--- config.mk ---
export PLATFORM = sky130hd
export DESIGN_NAME = traffic_gen_mc
export DESIGN_NICKNAME = d
export VERILOG_FILES = /design/src/rtl/traffic_gen_mc.sv
export SDC_FILE = /design/constraint.sdc
export NUM_CORES = 1
export LEC_CHECK = 0
export ABC_AREA = 1
export CAP_MARGIN = 20
export CORE_ASPECT_RATIO = 1.75
export CORE_UTILIZATION = 60
export CTS_CLUSTER_SIZE = 8
export DETAILED_ROUTE_END_ITERATION = 10
export PLACE_DENSITY = 0.95
export SETUP_SLACK_MARGIN = 0.2
export SYNTH_ARGS = -nofsm -noshare
export SYNTH_HDL_FRONTEND = slang
export SYNTH_SLANG_ARGS = --single-unit
--- constraint.sdc ---
create_clock -name clk -period 7.05 [get_ports clk]
set_clock_uncertainty 0.05 [all_clocks]
set_input_delay 1.0575 -clock clk [delete_from_list [all_inputs] [get_ports clk]]
set_output_delay 1.0575 -clock clk [all_outputs]
set_load 0.02 [all_outputs]
--- src/rtl/traffic_gen_mc.sv ---
// traffic_gen_mc
//   Multi-channel packet traffic generator. Each of NUM_CH channels owns an
//   LFSR that supplies packet IDs. A period counter opens one packet slot every
//   period+1 cycles. A round-robin or burst arbiter picks the channel for the
//   slot. The packet is held on a registered valid/ready port until the
//   consumer accepts it. A slot that finds the port still occupied is counted
//   as a drop, and the held packet is left untouched.
//
// Ports
//   clk         in   clock, all state on the rising edge
//   rst_n       in   asynchronous active-low reset
//   period      in   slot spacing, one slot every period+1 cycles
//   ch_enable   in   per-channel grant enable
//   burst_mode  in   0 = round-robin, 1 = burst
//   burst_len   in   packets per burst grant minus 1
//   out_valid   out  packet present on out_id/out_ch
//   out_ready   in   consumer accepts when out_valid && out_ready
//   out_id      out  packet ID (LFSR value of the granted channel)
//   out_ch      out  source channel index
//   pkt_cnt     out  packets issued, wraps
//   drop_cnt    out  slots lost to backpressure, saturating
module traffic_gen_mc #(
  parameter int unsigned      NUM_CH    = 4,
  parameter int unsigned      ID_W      = 8,
  parameter int unsigned      PERIOD_W  = 4,
  parameter int unsigned      BURST_W   = 3,
  parameter logic [ID_W-1:0]  TAPS      = 8'hB4,
  parameter logic [ID_W-1:0]  SEED_BASE = 8'hAA,
  parameter logic [ID_W-1:0]  SEED_STEP = 8'h11,
  localparam int unsigned     CH_W      = (NUM_CH > 1) ? $clog2(NUM_CH) : 1
) (
  input  logic                clk,
  input  logic                rst_n,
  input  logic [PERIOD_W-1:0] period,
  input  logic [NUM_CH-1:0]   ch_enable,
  input  logic                burst_mode,
  input  logic [BURST_W-1:0]  burst_len,
  output logic                out_valid,
  input  logic                out_ready,
  output logic [ID_W-1:0]     out_id,
  output logic [CH_W-1:0]     out_ch,
  output logic [15:0]         pkt_cnt,
  output logic [15:0]         drop_cnt
);

  // Seed of channel k; an all-zero seed would lock the LFSR, so it becomes 1.
  function automatic logic [ID_W-1:0] seed_of(input int unsigned k);
    logic [ID_W-1:0] s;
    s = SEED_BASE + ID_W'(k) * SEED_STEP;
    if (s == '0) s = ID_W'(1);
    return s;
  endfunction

  function automatic logic [ID_W-1:0] lfsr_next(input logic [ID_W-1:0] v);
    return {v[ID_W-2:0], ^(v & TAPS)};
  endfunction

  logic [PERIOD_W-1:0] cnt;
  logic [CH_W-1:0]     last;
  logic [BURST_W-1:0]  bcnt;
  logic                held;   // last issue was a burst-mode grant
  logic [ID_W-1:0]     lfsr [NUM_CH];

  logic                tick;
  logic                any_en;
  logic                stall;
  logic                issue;
  logic                drop;
  logic [CH_W-1:0]     rr_g;
  logic                stay;
  logic [CH_W-1:0]     g;

  assign tick   = (cnt >= period);
  assign any_en = |ch_enable;
  assign stall  = out_valid && !out_ready;
  assign issue  = tick && any_en && !stall;
  assign drop   = tick && any_en && stall;

  // First enabled channel searching last+1, last+2, ... with wrap.
  always_comb begin
    rr_g = last;
    for (int unsigned i = NUM_CH; i >= 1; i--) begin
      int unsigned idx;
      idx = (32'(last) + i) % NUM_CH;
      if (ch_enable[CH_W'(idx)]) rr_g = CH_W'(idx);
    end
  end

  // A burst only continues if the previous grant was itself a burst grant,
  // so the first burst after reset or after a mode switch starts at the next
  // round-robin channel instead of extending the reset value of last.
  assign stay = burst_mode && held && ch_enable[last] && (bcnt < burst_len);
  assign g    = stay ? last : rr_g;

  always_ff @(posedge clk or negedge rst_n) begin
    if (!rst_n) begin
      cnt       <= '0;
      last      <= CH_W'(NUM_CH - 1);
      bcnt      <= '0;
      held      <= 1'b0;
      out_valid <= 1'b0;
      out_id    <= '0;
      out_ch    <= '0;
      pkt_cnt   <= '0;
      drop_cnt  <= '0;
      for (int unsigned k = 0; k < NUM_CH; k++) lfsr[k] <= seed_of(k);
    end else begin
      if (tick) cnt <= '0;
      else      cnt <= cnt + 1'b1;

      if (issue) begin
        out_valid <= 1'b1;
        out_id    <= lfsr[g];
        out_ch    <= g;
        lfsr[g]   <= lfsr_next(lfsr[g]);
        pkt_cnt   <= pkt_cnt + 16'd1;
        last      <= g;
        bcnt      <= stay ? bcnt + 1'b1 : '0;
        held      <= burst_mode;
      end else if (out_valid && out_ready) begin
        out_valid <= 1'b0;
      end

      if (drop && (drop_cnt != '1)) drop_cnt <= drop_cnt + 16'd1;
    end
  end

endmodule
==> results.txt, run 1 <==
* Root Buffer: sky130_fd_sc_hd__clkbuf_16
* Cell types with the highest counts after synthesis: sky130_fd_sc_hd__nand2_1 (206), sky130_fd_sc_hd__dfrtp_1 (63), sky130_fd_sc_hd__inv_1 (53)
- CP cell instances: clkdlybuf4s50_1 > inv_1 > ha_1 > inv_1 > o21bai_1 > nand3_1 > nand3_2 > nand2_1 > nor2_2 > buf_4 > inv_2 > nor2_1 > nand2_1 > nor4_2 > nand4_1 > xnor2_1
* Startpoint type of the worst setup path: primary input
- Rows: 41
- Worst Path Arrival: 4010 ps
- Antenna viol nets, final: 0
- Counting every net in the synthesized netlist gives 562.
- Using the TritonRoute via totals, the vias-per-cell ratio works out to 5.73.
- The detailed router finished its first iteration with roughly 270 violations.
- Of the cells placed in the final design, the portion with a size suffix greater than 1 is around an eighth.
- Final WS setup: 3210 ps
* Largest net degree at the start of global routing: 86
- Quantity of hold-fixing buffers added after cts: 0
- Final antenna diode count: 0
- Worst slack at placement: approximately 2900 ps
- The die covers ~8000 µm².
- Horizontal die dimension: roughly 67 µm
* Final worst path period need: just under 4000 ps
- In this run the biggest area consumer among cell types represents between 30 and 40% of the synthesized area.
* Run status: completed
- Via count of the first global-routing pass: roughly 4000
- Synth Flop Type: sky130_fd_sc_hd__dfrtp_1
* Initial antenna violation count: 0
- Dividing the detail-routed wire length by the instance count gives approximately 16 µm.
* Kind of critical path: in -> reg
* Count of cell types in the netlist: 34
- Max H-tree Level: 3
- Post-CTS repair changed the size of 0 cells.
* First-pass GRT wire length: approximately 18000 µm
* Post-detailed-route DRC marker count: 0
- From bottom edge to top edge, the die measures roughly 120 µm.
- Adding up every negative setup slack in the final design gives 0 ps.
* Number of clock sinks: 85
* Final global-route overflow total: 0
- STA puts the critical path data required time at slightly above 7000 ps.
* Core footprint: around 7200 µm²
* Clock insertion delay at the later pin of the skew report: ~340 ps
- VDD sags by at most 0.374 mV.
- Number of slew-limit violations in the final report: 0
* GRT Total Usage: a little under a third
* TritonCTS clock tree: done
- Seq/Total Area, Yosys: slightly below 50%
- Number of max-cap violations: 0
* Cell depth of the worst min-delay path: 2
* Placed standard-cell area: roughly 5100 µm²
- Worst path slowest cell: sky130_fd_sc_hd__clkdlybuf4s50_1
- For the worst flop-to-flop path, the logic depth is 14.
* Clock Pin Slew Worst Setup and Hold Paths: ~60 ps
- For this run, the post-layout net count is 622.
- Counting flops with a built-in enable in the synthesized netlist gives 0.
- Top-level I/O count: 58
- Postcts setup bufs: 0
- Summed over all cells, the static leakage comes to ~2.7 nW.
- The routed layout has between 3000 and 4000 vias.
- For this block, the routed nets add up to between 10000 and 15000 µm of wire.
* Top-count cell post-synth: sky130_fd_sc_hd__nand2_1
- Longest individual stage delay on the worst path: ~470 ps
* Fraction of registers with async set/reset: between 90% and 100%
- The first detailed-routing pass took 5 iterations.
- Cells after synthesis: ~540
- Critical path peak fanout: 22
- Counting flops and latches in the post-synthesis netlist gives 85.
- Setup repair after global routing missed its margin: no
- For the pin with the worst max-slew slack, the measured transition is approximately 760 ps.
* Final standard cell area without fillers: roughly 5400 µm²
- sky130_fd_sc_hd__dfrtp_1 takes more of the synthesized area than any other cell.
- Starting density of the core: between 60% and 70%
- The final number of hold-violating endpoints came to 0.
* Netlist area before placement: between 4000 and 5000 µm²
- Grouping stages by cell kind, the critical path spends the most delay in simple AND/OR/NAND/NOR gates.
* Period Utilization, post-route: between 50% and 60%
- The Yosys step of the flow raised 0 warnings.
- Kind of end point of the critical path: flop
* Number of buffers inserted during clock tree synthesis: 9
- In this run the deepest clock path goes through 2 buffers.
* Number of port buffers: 57
* Final Power: ~2.5 mW
* Worst-case register-to-register setup slack: 4020 ps
- Worst max-slew margin expressed relative to the limit: 49.7%
* Synthesis-to-finish area growth: 20.8%
- Dividing the synthesized area by the synthesized cell count gives a little over 8 µm².
- Last weighted congestion value of the routability-driven placer: around 0.96
* Maximum clock frequency: around 0.26 GHz
- Total instance count after detailed placement: between 600 and 700
* Classification of the worst-slack hold path: reg -> reg
- Critical path depth: 16
- In the post-synthesis netlist, the biggest area contributors are sky130_fd_sc_hd__dfrtp_1 (35%), sky130_fd_sc_hd__nand2_1 (17%), sky130_fd_sc_hd__dfstp_2 (13%).
- In this run the power density over the cells is approximately 470 nW/µm².
* Total of endpoints with negative setup slack in the final report: 0
- Counting both buffers and inverters, the worst setup path holds a total of 5.
- HPWL after detailed placement: around 7600 µm
- The finished layout holds 688 standard cells, fillers aside.
[final timing paths]
| check | startpoint | end |
|---|---|---|
| setup / recovery | period[1] | pkt_cnt[15] |
| setup reg to reg | cnt[1] | pkt_cnt[15] |
| max in group asynchronous | rst_n | last[1] |
| min in group asynchronous | rst_n | lfsr[13] |
| hold / removal | lfsr[0] | lfsr[0] |
| hold reg to reg | lfsr[0] | lfsr[0] |
[metrics by stage]
stage | hold slack, ps | utilization, %
floorplan | 392 | -
global placement | 409 | 70.4
detailed placement | 416 | 70.4
CTS | 425 | 74.5
global route | 442 | 74.8
finish | 422 | 74.8
[layer usage]
metal  global-route usage, %  wire, µm  up-vias
met3                    5.02       648       48
met5                       0         0        -
met4                    21.0       576        0
met2                    54.9      5990      176
met1                    33.1      3870     1905
li1                        -         -     1813
[layout by cell type (no fill, tap or decap), drive strengths merged, types with 13 or more instances in the layout]
| cell type | n |
|---|---|
| inv | 57 |
| nand3 | 36 |
| nand4 | 13 |
| xor2 | 18 |
| dfrtp | 63 |
| nand2 | 214 |
| dfstp | 22 |
| nor2 | 35 |
| xnor2 | 13 |
| o21ai | 21 |
| clkdlybuf4s50 | 56 |
[cell type report]
type                    instances  area, µm²
flip-flops and latches         85       2150
multi-input cells             385       2000
fillers                       457       1810
repair buffers                 59        603
clock buffers                  11        243
inverters                      57        219
well taps                      86        108
clock inverters                 5       50.0
[power by group]
part           switching (mW)  total, mW  internal [mW]  leakage, nW
Combinational           0.865       1.25          0.385         1.47
Clock                   0.186      0.467          0.282        0.149
Sequential              0.123      0.785          0.661         1.06
Total                    1.17       2.50           1.33         2.67
[logic make-up (layout without fill, tap and decap cells)]
group                      Yosys count  after routing  share of synthesized area (%)
adders and majority gates           10             10                           2.81
DFF                                 85             85                           48.4
buffers and inverters               67            132                           6.66
and+or+nand+nor                    306            306                           30.6
xor gates and xnor gates            31             31                           6.10
AOI/OAI and AO/OA                   38             38                           5.40
[tightest hold or removal path: stages, from the launching register on]
cell	delay (ps)
sky130_fd_sc_hd__dfstp_2	370
sky130_fd_sc_hd__nand2_1	50
sky130_fd_sc_hd__nand2_1	50
[sequential cells by signal, indices dropped and copies added (netlist names)]
name and flops:
lfsr 32, drop_cnt 16, pkt_cnt 16, out_id 8, cnt 4, bcnt 3, last 2, out_ch 2
held 1, out_valid 1
Note: power is estimated with default switching activity, not from simulation.
==> run 2, diff against run 1 <==
--- a/config.mk
+++ b/config.mk
@@ -8,10 +8,10 @@
 export ABC_AREA = 1
 export CAP_MARGIN = 20
 export CORE_ASPECT_RATIO = 1.75
-export CORE_UTILIZATION = 60
+export CORE_UTILIZATION = 50
 export CTS_CLUSTER_SIZE = 8
 export DETAILED_ROUTE_END_ITERATION = 10
-export PLACE_DENSITY = 0.95
+export PLACE_DENSITY = 0.87
 export SETUP_SLACK_MARGIN = 0.2
 export SYNTH_ARGS = -nofsm -noshare
 export SYNTH_HDL_FRONTEND = slang
==> constraint.sdc (replaced) <==
create_clock -name clk -period 3.42 [get_ports clk]
set_clock_uncertainty 0.05 [all_clocks]
set_input_delay 0.513 -clock clk [delete_from_list [all_inputs] [get_ports clk]]
set_output_delay 0.513 -clock clk [all_outputs]
set_load 0.02 [all_outputs]
==> run 2 against run 1 <==
- core utilization is 11 points lower
- global-route usage is 7.6 points lower
- flip-flop and latch count stayed put
- count of clock-buffer cells in the layout is 1 higher
- worst setup slack worse by 2700 ps
- register-to-register slack worse by 3200 ps
- critical path depth is 5 higher
- non-clock buffer count is 9 higher
- routed wire length is 6.8% lower
- sequential share of layout area is 0.97 points lower
- highest routed layer unchanged
==> results.txt, run 2 (synthesis gave the netlist of run 1 again) <==
* Run status: completed (unchanged)
- The clock root buffer is sky130_fd_sc_hd__clkbuf_16 (unchanged).
- Largest net degree at the start of global routing: 86 (unchanged)
- Final layout net count: 631 (was 622)
- Largest registers: lfsr (32), drop_cnt (16), pkt_cnt (16) (unchanged).
- The antenna cell count came to 0 (unchanged).
- The launching point of the worst reg2reg path is last[0] (was cnt[1]).
- The required time of the critical path was 3590 ps (was 7220 ps).
* Number of max-cap violations: 0 (unchanged)
* Die area: 9290 µm² (was 7780 µm²)
* Top register by number of flip-flops: lfsr (unchanged)
- The synthesis-to-layout area growth was 23.8% (was 20.8%).
- The die height is 127 µm (was 116 µm).
* Clock insertion delay at the later pin of the skew report: 340 ps (about the same)
* Horizontal die dimension: 73.3 µm (was 67.1 µm)
- After layout, the minimum clock period comes to just under 3000 ps.
- The cts-stage hold buffer count is 0 (unchanged).
* Clock Tree Buf Depth: 2 (unchanged)
- HPWL after detailed placement: 7500 µm (was 7630 µm)
* Kind of critical path: in -> reg (unchanged)
- Iteration-0 DRC Markers: 370 (was 268)
- The critical-path cell with the highest stage delay was sky130_fd_sc_hd__clkdlybuf4s50_1 (unchanged).
- Setup repair after global routing missed its margin: no (unchanged).
* Classification of the worst-slack hold path: reg -> reg (unchanged)
- The number of placed I/O pins was 58 (unchanged).
- TritonCTS clock tree: done (unchanged)
* Vias: 3765 (was 3942)
* Hold violation count in the final report: 0 (unchanged)
- The number of antenna violations at the first check in global routing came to 0 (unchanged).
- Among the stages of the critical path, the cell type that occurs most often is sky130_fd_sc_hd__nand2_1.
- The post-CTS repair timing setup buffer count came to 0 (unchanged).
- The site row count was 45 (was 41).
- The clock-pin slew reported for the worst setup and hold paths after clock tree synthesis was 60 ps (about the same).
- Measured slew at the worst slew-check pin: 366 ps (was 755 ps)
- Critical path peak fanout: 22 (unchanged)
- GRT Total Usage: 23.6% (was 31.2%)
- The number of flip-flops in the largest register is 32 (unchanged).
- The count of pins over their slew limit came to 0 (unchanged).
- The start point of the critical path was burst_len[2] (was period[1]).
* Startpoint type of the worst setup path: primary input (unchanged)
- Leading cell types in the layout, fill and taps excluded: sky130_fd_sc_hd__nand2_1 (206), sky130_fd_sc_hd__dfrtp_1 (63), sky130_fd_sc_hd__clkdlybuf4s50_1 (56) (unchanged).
* Final standard cell area without fillers: 5510 µm² (was 5380 µm²)
* Kind of end point of the critical path: flop (unchanged)
- Starting density of the core: 51.3% (was 62.0%)
- The number of fill cells came to 731 (was 457).
- Reported leakage power: 2.72 nW (was 2.67 nW)
- CP cell instances: clkdlybuf4s50_1 > inv_1 > ha_1 > nand2_1 > nand2_1 > a21oi_1 > nand3_2 > nand2_1 > nand2_4 > nand2_4 > nor2_2 > nand2_1 > nand2_1 > nor2_2 > nand2_1 > nand2_1 > inv_1 > nand2_1 > nand2_2 > nand2_1 > nand2_1 (was clkdlybuf4s50_1 > inv_1 > ha_1 > inv_1 > o21bai_1 > nand3_1 > nand3_2 > nand2_1 > nor2_2 > buf_4 > inv_2 > nor2_1 > nand2_1 > nor4_2 > nand4_1 > xnor2_1)
* Number of port buffers: 57 (unchanged)
- Last weighted congestion value of the routability-driven placer: 0.909 (was 0.958)
- Final core occ: 63.5% (was 74.8%)
- Final global-route overflow total: 0 (unchanged)
* Detailed-route wire length per cell: 14.2 µm (was 16.1 µm)
- The H-tree depth is 3 (unchanged).
- The maximum vdd ir drop came to 0.553 mV (was 0.374 mV).
- The via count of the first global-routing pass was 3765 (was 3953).
* Worst max-slew margin expressed relative to the limit: 75.4% (was 49.7%)
- Most frequent standard cell in the layout excluding fill and tap cells: sky130_fd_sc_hd__nand2_1 (unchanged)
* Number of buffers inserted during clock tree synthesis: 9 (unchanged)
- The data arrival time of the critical path came to 3050 ps (was 4010 ps).
* Resize count post-CTS: 0 (unchanged)
- Layout cells sized above 1: 13.3% (was 12.1%)
- Total negative slack: 0 ps (unchanged)
- Maximum clock frequency: between 0.3 and 0.4 GHz
- The final-report setup violation count is 0 (unchanged).
- The routed wire length was 10300 µm (was 11100 µm).
- The first-pass iteration count of the detailed router came to 4 (was 5).
- Antenna viol nets, final: 0 (unchanged)
- Vias per Instance: 5.17 (was 5.73)
* Period Utilization, post-route: 84.2%
- Number of clock sinks: 85 (unchanged)
- Post-detailed-route DRC marker count: 0 (unchanged)
- The floorplan core area is 8670 µm² (was 7180 µm²).
* Min-Delay Startpoint: lfsr[0] (unchanged)
- Placed standard-cell area: 5170 µm² (was 5050 µm²)
- The areal power density over the cells was 946 nW/µm² (was 465 nW/µm²).
* First-pass GRT wire length: 16700 µm (was 18000 µm)
- The delay of the slowest critical-path stage came to 450 ps (was 470 ps).
run 2: area by class of cell:
| class | instances | area, µm² | area share (%) |
|---|---|---|---|
| Clock buffer | 12 | 256 | 4.66 |
| Clock inverter | 4 | 47.5 | 0.863 |
| Inverter | 57 | 219 | 3.98 |
| Multi-Input combinational cell | 385 | 2000 | 36.3 |
| Sequential cell | 85 | 2150 | 39.1 |
| Tap cell | 117 | 146 | 2.66 |
| Timing Repair Buffer | 68 | 686 | 12.4 |
run 2: critical path, delay by kind of cell:
family	cells	cell delay [ps]
AO/OA/AOI/OAI	1	140
adder cells (fa/ha/maj)	1	300
AND/OR/NAND/NOR	16	1570
buffers and inverters	3	530
run 2: final timing paths:
path	to	slack [ps]	cells past startpoint
worst max-delay path	lfsr[8]	540	21
min in group asynchronous	drop_cnt[8]	520	2
worst max register to register	lfsr[8]	770	21
max in group asynchronous	lfsr[2]	2170	3
worst min register to register	lfsr[0]	420	2
worst min-delay path	lfsr[0]	420	2
run 2: layer usage:
metal	GRT usage, %	wire [µm]
met3	4.85	424
met1	25.8	4020
met4	13.6	401
met5	0	0
met2	41.2	5490
run 2: through the flow:
step	setup WS [ps]	hold slack [ps]	power (mW)	std cells
after floorplan	992	167	3.49	537
after global placement	261	408	4.12	710
after detailed placement	199	413	4.21	710
after CTS	555	342	5.21	726
after global routing	236	448	5.56	728
final	540	422	5.21	728
run 2: report_power, final:
group          internal (mW)  total, mW  leakage, nW  switching, mW
sequential              1.36       1.61         1.06          0.250
combinational          0.900       2.62         1.52           1.72
clock                  0.603      0.981        0.149          0.378
==> run 3, diff against run 2 <==
==> constraint.sdc (replaced) <==
create_clock -name clk -period 2.6 [get_ports clk]
set_clock_uncertainty 0.05 [all_clocks]
set_input_delay 0.39 -clock clk [delete_from_list [all_inputs] [get_ports clk]]
set_output_delay 0.39 -clock clk [all_outputs]
set_load 0.02 [all_outputs]
==> run 3 against run 2 <==
- the run now ends with negative hold slack, negative setup slack left
- sequential share of layout area is 7.6 points lower
- global-route usage is 12 points higher
- sequential power is 35% higher
- register-to-register slack worse by 1200 ps
- first-iteration DRC count is 130% higher
- clock power is 31% higher
- non-clock buffer count is 71 higher
- via count is 35% higher
- critical endpoint is now lfsr[24]
==> results.txt, run 3 (synthesis gave the netlist of run 1 again) <==
* Synthesis-to-finish area growth: 53.7% (was 23.8%)
- The number of DRC markers in iteration 0 came to 838 (was 370).
* Power density relative to cell area: 1540 nW/µm² (was 946 nW/µm²)
- Net switching power: 5.11 mW (was 2.34 mW)
- Horizontal die dimension: 73.3 µm (unchanged)
- Final antenna diode count: 0 (unchanged)
- Post-detailed-route DRC marker count: 0 (unchanged)
- The startpoint kind of the worst setup timing path was a flop (was primary input).
- The data arrival time of the critical path came to 3170 ps (was 3050 ps).
- The clock root buffer is sky130_fd_sc_hd__clkbuf_16 (unchanged).
* TritonCTS clock tree: done (unchanged)
* Worst slack at placement: -386 ps (was 199 ps)
- The reg-to-reg endpoint was lfsr[24] (was lfsr[8]).
- The fraction of met2 tracks used by global routing came to 59.3% (was 41.2%).
* Kind of critical path: reg -> reg (was in -> reg)
- Final WS setup: -388 ps (was 540 ps)
- Measured slew at the worst slew-check pin: 589 ps (was 366 ps)
- The commonest non-fill, non-tap cell in the layout is sky130_fd_sc_hd__nand2_1 (unchanged).
- GR met3 Demand/Resource: 9.45% (was 4.85%)
- Number of clock sinks: 85 (unchanged)
- The met1 usage in global routing was 36.0% (was 25.8%).
- Clock insertion delay at the later pin of the skew report: 360 ps (was 340 ps)
- Final global-route overflow total: 0 (unchanged)
- Power Internal: 5.41 mW (was 2.87 mW)
* Worst-case register-to-register setup slack: -390 ps (was 770 ps)
- Static timing analysis puts the maximum clock frequency at 0.335 GHz.
- Run status: complete, but fails checks (was completed)
- Number of buffers inserted during clock tree synthesis: 9 (unchanged)
* Worst hold-check slack: -20.3 ps (was 422 ps)
- Max FFs per register: 32 (unchanged)
* First-pass iteration count of the detailed router: 10 (was 4)
- The proportion of layout cells with a drive suffix above 1 was 37.8% (was 13.3%).
* Wirelength, routed: 19100 µm (was 10300 µm)
* Max H-tree Level: 3 (unchanged)
- Depth of the worst register-to-register path: 19 (was 21)
- The number of placed I/O pins came to 58 (unchanged).
- The number of port buffers was 57 (unchanged).
- The floorplan core area was 8670 µm² (unchanged).
- Sw Ratio: 48.6% (was 45.0%)
- Clock group share of total power: 12.3% (was 18.8%)
- Period Utilization, post-route: 115%
- Combinational power share: 67.0% (was 50.2%)
- The worst min-delay path class is in -> async (was reg -> reg).
* Vias: 5067 (was 3765)
* Final standard cell area without fillers: 6840 µm² (was 5510 µm²)
- Total negative slack: -7790 ps (was 0 ps)
- Kind of end point of the critical path: flop (unchanged)
- Leading cell types in the layout, fill and taps excluded: sky130_fd_sc_hd__nand2_1 (163), sky130_fd_sc_hd__dfrtp_1 (63), sky130_fd_sc_hd__buf_4 (55) (was sky130_fd_sc_hd__nand2_1 (206), sky130_fd_sc_hd__dfrtp_1 (63), sky130_fd_sc_hd__clkdlybuf4s50_1 (56)).
- The leakage power was 3.26 nW (was 2.72 nW).
- Number of slew-limit violations in the final report: 0 (unchanged)
- Starting density of the core: 51.3% (unchanged)
- Counting I/O delays and the setup requirement, the final critical path takes 2990 ps.
- The worst-case headroom to the max-slew limit is 60.8% (was 75.4%).
* First-pass GRT wire length: 24200 µm (was 16700 µm)
- GRT Total Usage: 35.2% (was 23.6%)
- The checks that failed: negative hold slack, negative setup slack.
- The share of the core filled with cells is 78.9% (was 63.5%).
- The post-layout net count is 705 (was 631).
- Last weighted congestion value of the routability-driven placer: 0.967 (was 0.909)
- Vias per Instance: 6.32 (was 5.17)
- The area of the die was 9290 µm² (unchanged).
- The register containing the most flip-flops in the final layout is lfsr (unchanged).
* Clock Tree Buf Depth: 2 (unchanged)
- Chip height: 127 µm (unchanged)
* Clock Pin Slew Worst Setup and Hold Paths: 70 ps (was 60 ps)
- Critical register-to-register path startpoint: last[0] (unchanged)
* Largest vdd supply drop: 0.990 mV (was 0.553 mV)
* Via count of the first global-routing pass: 4864 (was 3765)
- Detailed-route wire length per cell: 23.8 µm (was 14.2 µm)
- HPWL after detailed placement: 8240 µm (was 7500 µm)
- The biggest fanout along the worst timing path is 9 (was 22).
* Total of endpoints with negative setup slack in the final report: 40 (was 0)
- Placed standard-cell area: 5430 µm² (was 5170 µm²)
- The number of antenna violations at the first check in global routing is 0 (unchanged).
- Most Crowded Layer GR: met2 (unchanged)
- The count of nets left with antenna violations after detail routing was 0 (unchanged).
* Setup repair after global routing missed its margin: yes (was no)
- The cts-stage hold buffer count came to 0 (unchanged).
- Hold violation count in the final report: 17 (was 0)
* Flop pwr share: 20.7% (was 30.9%)
- Largest net degree at the start of global routing: 43 (was 86)
- Largest registers: lfsr (32), drop_cnt (16), pkt_cnt (16) (unchanged).
- The required time of the critical path came to 2790 ps (was 3590 ps).
- Number of max-cap violations: 0 (unchanged)
- Rows: 45 (unchanged)
==> run 3: cell count changes in the layout (fill, tap and decap cells not counted), moves of 8 or more <==
| cell | change |
|---|---|
| sky130_fd_sc_hd__o21ai_0 | -9 |
| sky130_fd_sc_hd__buf_6 | +18 |
| sky130_fd_sc_hd__nand2_2 | +35 |
| sky130_fd_sc_hd__nand2_1 | -43 |
| sky130_fd_sc_hd__inv_1 | -18 |
| sky130_fd_sc_hd__nand3_1 | -14 |
| sky130_fd_sc_hd__inv_2 | +10 |
| sky130_fd_sc_hd__nor2_4 | +8 |
| sky130_fd_sc_hd__buf_4 | +46 |
| sky130_fd_sc_hd__nand3_2 | +9 |
==> run 3: worst max-delay path by stage <==
| stage | end | slack [ps] | start |
|---|---|---|---|
| 5_1_grt | lfsr[24] | -500 | last[0] |
| 2_1_floorplan | pkt_cnt[15] | 290 | period[1] |
| 3_3_place_gp | pkt_cnt[15] | -320 | period[1] |
| 3_5_place_dp | lfsr[24] | -390 | burst_len[2] |
| 6_report | lfsr[24] | -390 | last[0] |
| 4_1_cts | lfsr[24] | 60 | bcnt[1] |
==> run 3: area by class of cell <==
| class | count | area [µm²] |
|---|---|---|
| Multi-Input combinational cell | 388 | 2620 |
| Clock buffer | 15 | 288 |
| Timing Repair Buffer | 139 | 1380 |
| Clock inverter | 1 | 5.00 |
| Tap cell | 117 | 146 |
| Sequential cell | 85 | 2150 |
| Fill cell | 455 | 1830 |
| Inverter | 57 | 243 |
==> run 3: worst max-delay path, cell delays in order, from the launching register on <==
cell,delay (ps)
sky130_fd_sc_hd__dfstp_2,670
sky130_fd_sc_hd__inv_6,100
sky130_fd_sc_hd__nand2_1,140
sky130_fd_sc_hd__nand2_2,90
sky130_fd_sc_hd__nand2_2,130
sky130_fd_sc_hd__nand3_2,120
sky130_fd_sc_hd__nor2_4,230
sky130_fd_sc_hd__o21ai_4,140
sky130_fd_sc_hd__buf_12,170
sky130_fd_sc_hd__buf_6,120
sky130_fd_sc_hd__nand4_1,70
sky130_fd_sc_hd__nand2_1,100
sky130_fd_sc_hd__nor2_2,200
sky130_fd_sc_hd__nand2_2,100
sky130_fd_sc_hd__nand2_2,110
sky130_fd_sc_hd__inv_2,40
sky130_fd_sc_hd__nand2_2,60
sky130_fd_sc_hd__nand2_2,70
sky130_fd_sc_hd__nand2_1,70
sky130_fd_sc_hd__nand2_1,60
==> run 3: stage by stage <==
step | std cells | total power, mW | hold slack [ps]
floorplan | 537 | 4.59 | 44.4
global placement | 744 | 5.90 | 354
detailed placement | 744 | 6.06 | 362
CTS | 790 | 8.97 | 4.56
global route | 802 | 10.8 | 29.9
finish | 802 | 10.5 | -20.3
==> run 3: routing by layer <==
metal	part of all wire, %	up-vias
li1	-	1993
met5	0.19	-
met4	12	2
met1	30	2339
met2	47	490
met3	11	243
==> run 3: power groups by stage <==
| stage | Sequential (mW) | Clock, mW | Combinational [mW] |
|---|---|---|---|
| after floorplan | 2.18 | 0 | 2.42 |
| after global placement | 2.09 | 0 | 3.81 |
| after detailed placement | 2.12 | 0 | 3.95 |
| after CTS | 2.11 | 1.25 | 5.61 |
| after global routing | 2.20 | 1.34 | 7.25 |
| final | 2.18 | 1.29 | 7.06 |
==> run 3: repair_timing <==
item | CTS | global route
setup endpoints to repair | 55 | 57
setup buffers | 26 | 12
pin swaps | 58 | 44
gates cloned | 4 | 0
resized for setup | 96 | 87
==> RTL change: new RTL, config.mk and constraints of run 1 <==
Reset style: synchronous (`rst_n`), changed in one clocked block. Comments in the files are not updated.
--- a/src/rtl/traffic_gen_mc.sv
+++ b/src/rtl/traffic_gen_mc.sv
@@ -94,3 +94,3 @@
 
-  always_ff @(posedge clk or negedge rst_n) begin
+  always_ff @(posedge clk) begin
     if (!rst_n) begin
Check against the original RTL: differs if rst_n is asserted again (counterexample within 4 cycles, from zero or initial values and one cycle with rst_n low); with rst_n held inactive, the same outputs for 4 cycles.
==> RTL change against run 1 <==
Count of clock-buffer cells in the layout is 1 higher; routed wire length up 6.5%; sequential cell count stayed put; highest routed layer unchanged; area after synthesis is 3.2% lower; core utilization is 0.41 points higher; setup slack worse by 0.13 ns; design area is 3.3% lower.
Power is not compared: it rests on default switching activity, and its combinational part moved more than twofold at a synthesized area within 25%.
==> RTL change: results (changes against run 1) <==
fillers=437 (was 457); top cells by area, synth=dfxtp_1 (25%), edfxtp_1 (22%), nand2_1 (11%), inv_1 (6.3%), nand3_1 (5.0%) (was dfrtp_1 (35%), nand2_1 (17%), dfstp_2 (13%), inv_1 (4.5%), nand3_1 (3.7%)); Min-Delay Startpoint=cnt[0] (was lfsr[0]); FFs w/ async S/R, synth=0% (was 100%); routed wire length per instance=17.0 um (was 16.1 um); DR WL met3=876 um (was 648 um); FF-to-FF End=lfsr[3][6] (was pkt_cnt[15]); count of flip-flops with a built-in enable after synthesis=32 (was 0); first-pass GRT wire length=19,000 um (was 18,000 um); # nets final=630 (was 622); via count=4,153 (was 3,942); met2 track demand over resource=57.3% (was 54.9%); post-detailed-placement half-perimeter wirelength=8100 um (was 7630 um); CP max stage cell=nor3_1 (was clkdlybuf4s50_1); Rel. slew slack=26.2% (was 49.7%); max incr delay on CP=0.95 ns (was 0.47 ns); share of layout cells above drive strength 1=9.67% (was 12.1%); Post-synth top cells=nand2_1 (128), inv_1 (72), nor2_1 (55) (was nand2_1 (206), dfrtp_1 (63), inv_1 (53)); routing usage on met1=33.6% (was 33.1%); DRT Pass-1 Iters=6 (was 5); GRT met3 Usage=7.87% (was 5.02%); Hold Path Cell Cnt=1 (was 2); Fmax=252 MHz (was 260 MHz); Syn Area/Cell=7.86 sq um (was 8.29 sq um); area growth from synthesis to layout=20.7% (was 20.8%); Placer Congestion=0.910 (was 0.958); ys flop type=dfxtp_1 (was dfrtp_1); Post-Synth Adder-Cell Area=2.91% (was 2.81%); Starting DRT DRC Count=427 (was 268); R2R depth=10 (was 14); reg2reg setup slack=3.83 ns (was 4.02 ns); largest net degree at the start of global routing=24 (was 86); DRT met1 WL=3990 um (was 3870 um); Synth Area in XOR/XNOR=0.813% (was 6.10%); final hold slack=0.418 ns (was 0.422 ns); pre-CTS WS=2.81 ns (was 2.91 ns); Unique masters post-synth=44 (was 34); Critical Path AT=3.89 ns (was 4.01 ns); status=completed (unchanged); Post-Syn Nets=573 (was 562); Worst Path Max Fanout=15 (was 22); fin cells=694 (was 688)
## RTL change: cell types whose count changed in the layout (fill, tap and decap cells not counted), moves of 7 or more
cell and delta:
xnor2_1 -12, nor3_1 +7, nand2_1 -78, xor2_1 -15
dfstp_2 -22, nor2_1 +32, a21oi_1 +14, inv_1 +19
dfrtp_1 -63, nand3_1 +10, edfxtp_1 +32, dfxtp_1 +53
inv_2 +9, o21ai_0 +12
## RTL change: layout make-up
| class | count | area share [%] |
|---|---|---|
| multi-input combinational | 365 | 36.1 |
| clock buffer | 12 | 4.96 |
| sequential | 85 | 38.9 |
| inverter | 86 | 6.31 |
| clock inverter | 4 | 0.626 |
| tap | 84 | 2.02 |
| timing repair buffer | 58 | 11.1 |
## RTL change: power by group
group | switching, mW | internal (mW) | leakage [nW] | total (mW)
Combinational | 0.376 | 0.148 | 1.29 | 0.523
Sequential | 0.0283 | 0.548 | 0.696 | 0.577
Clock | 0.197 | 0.262 | 0.134 | 0.459
Total | 0.601 | 0.958 | 2.12 | 1.56
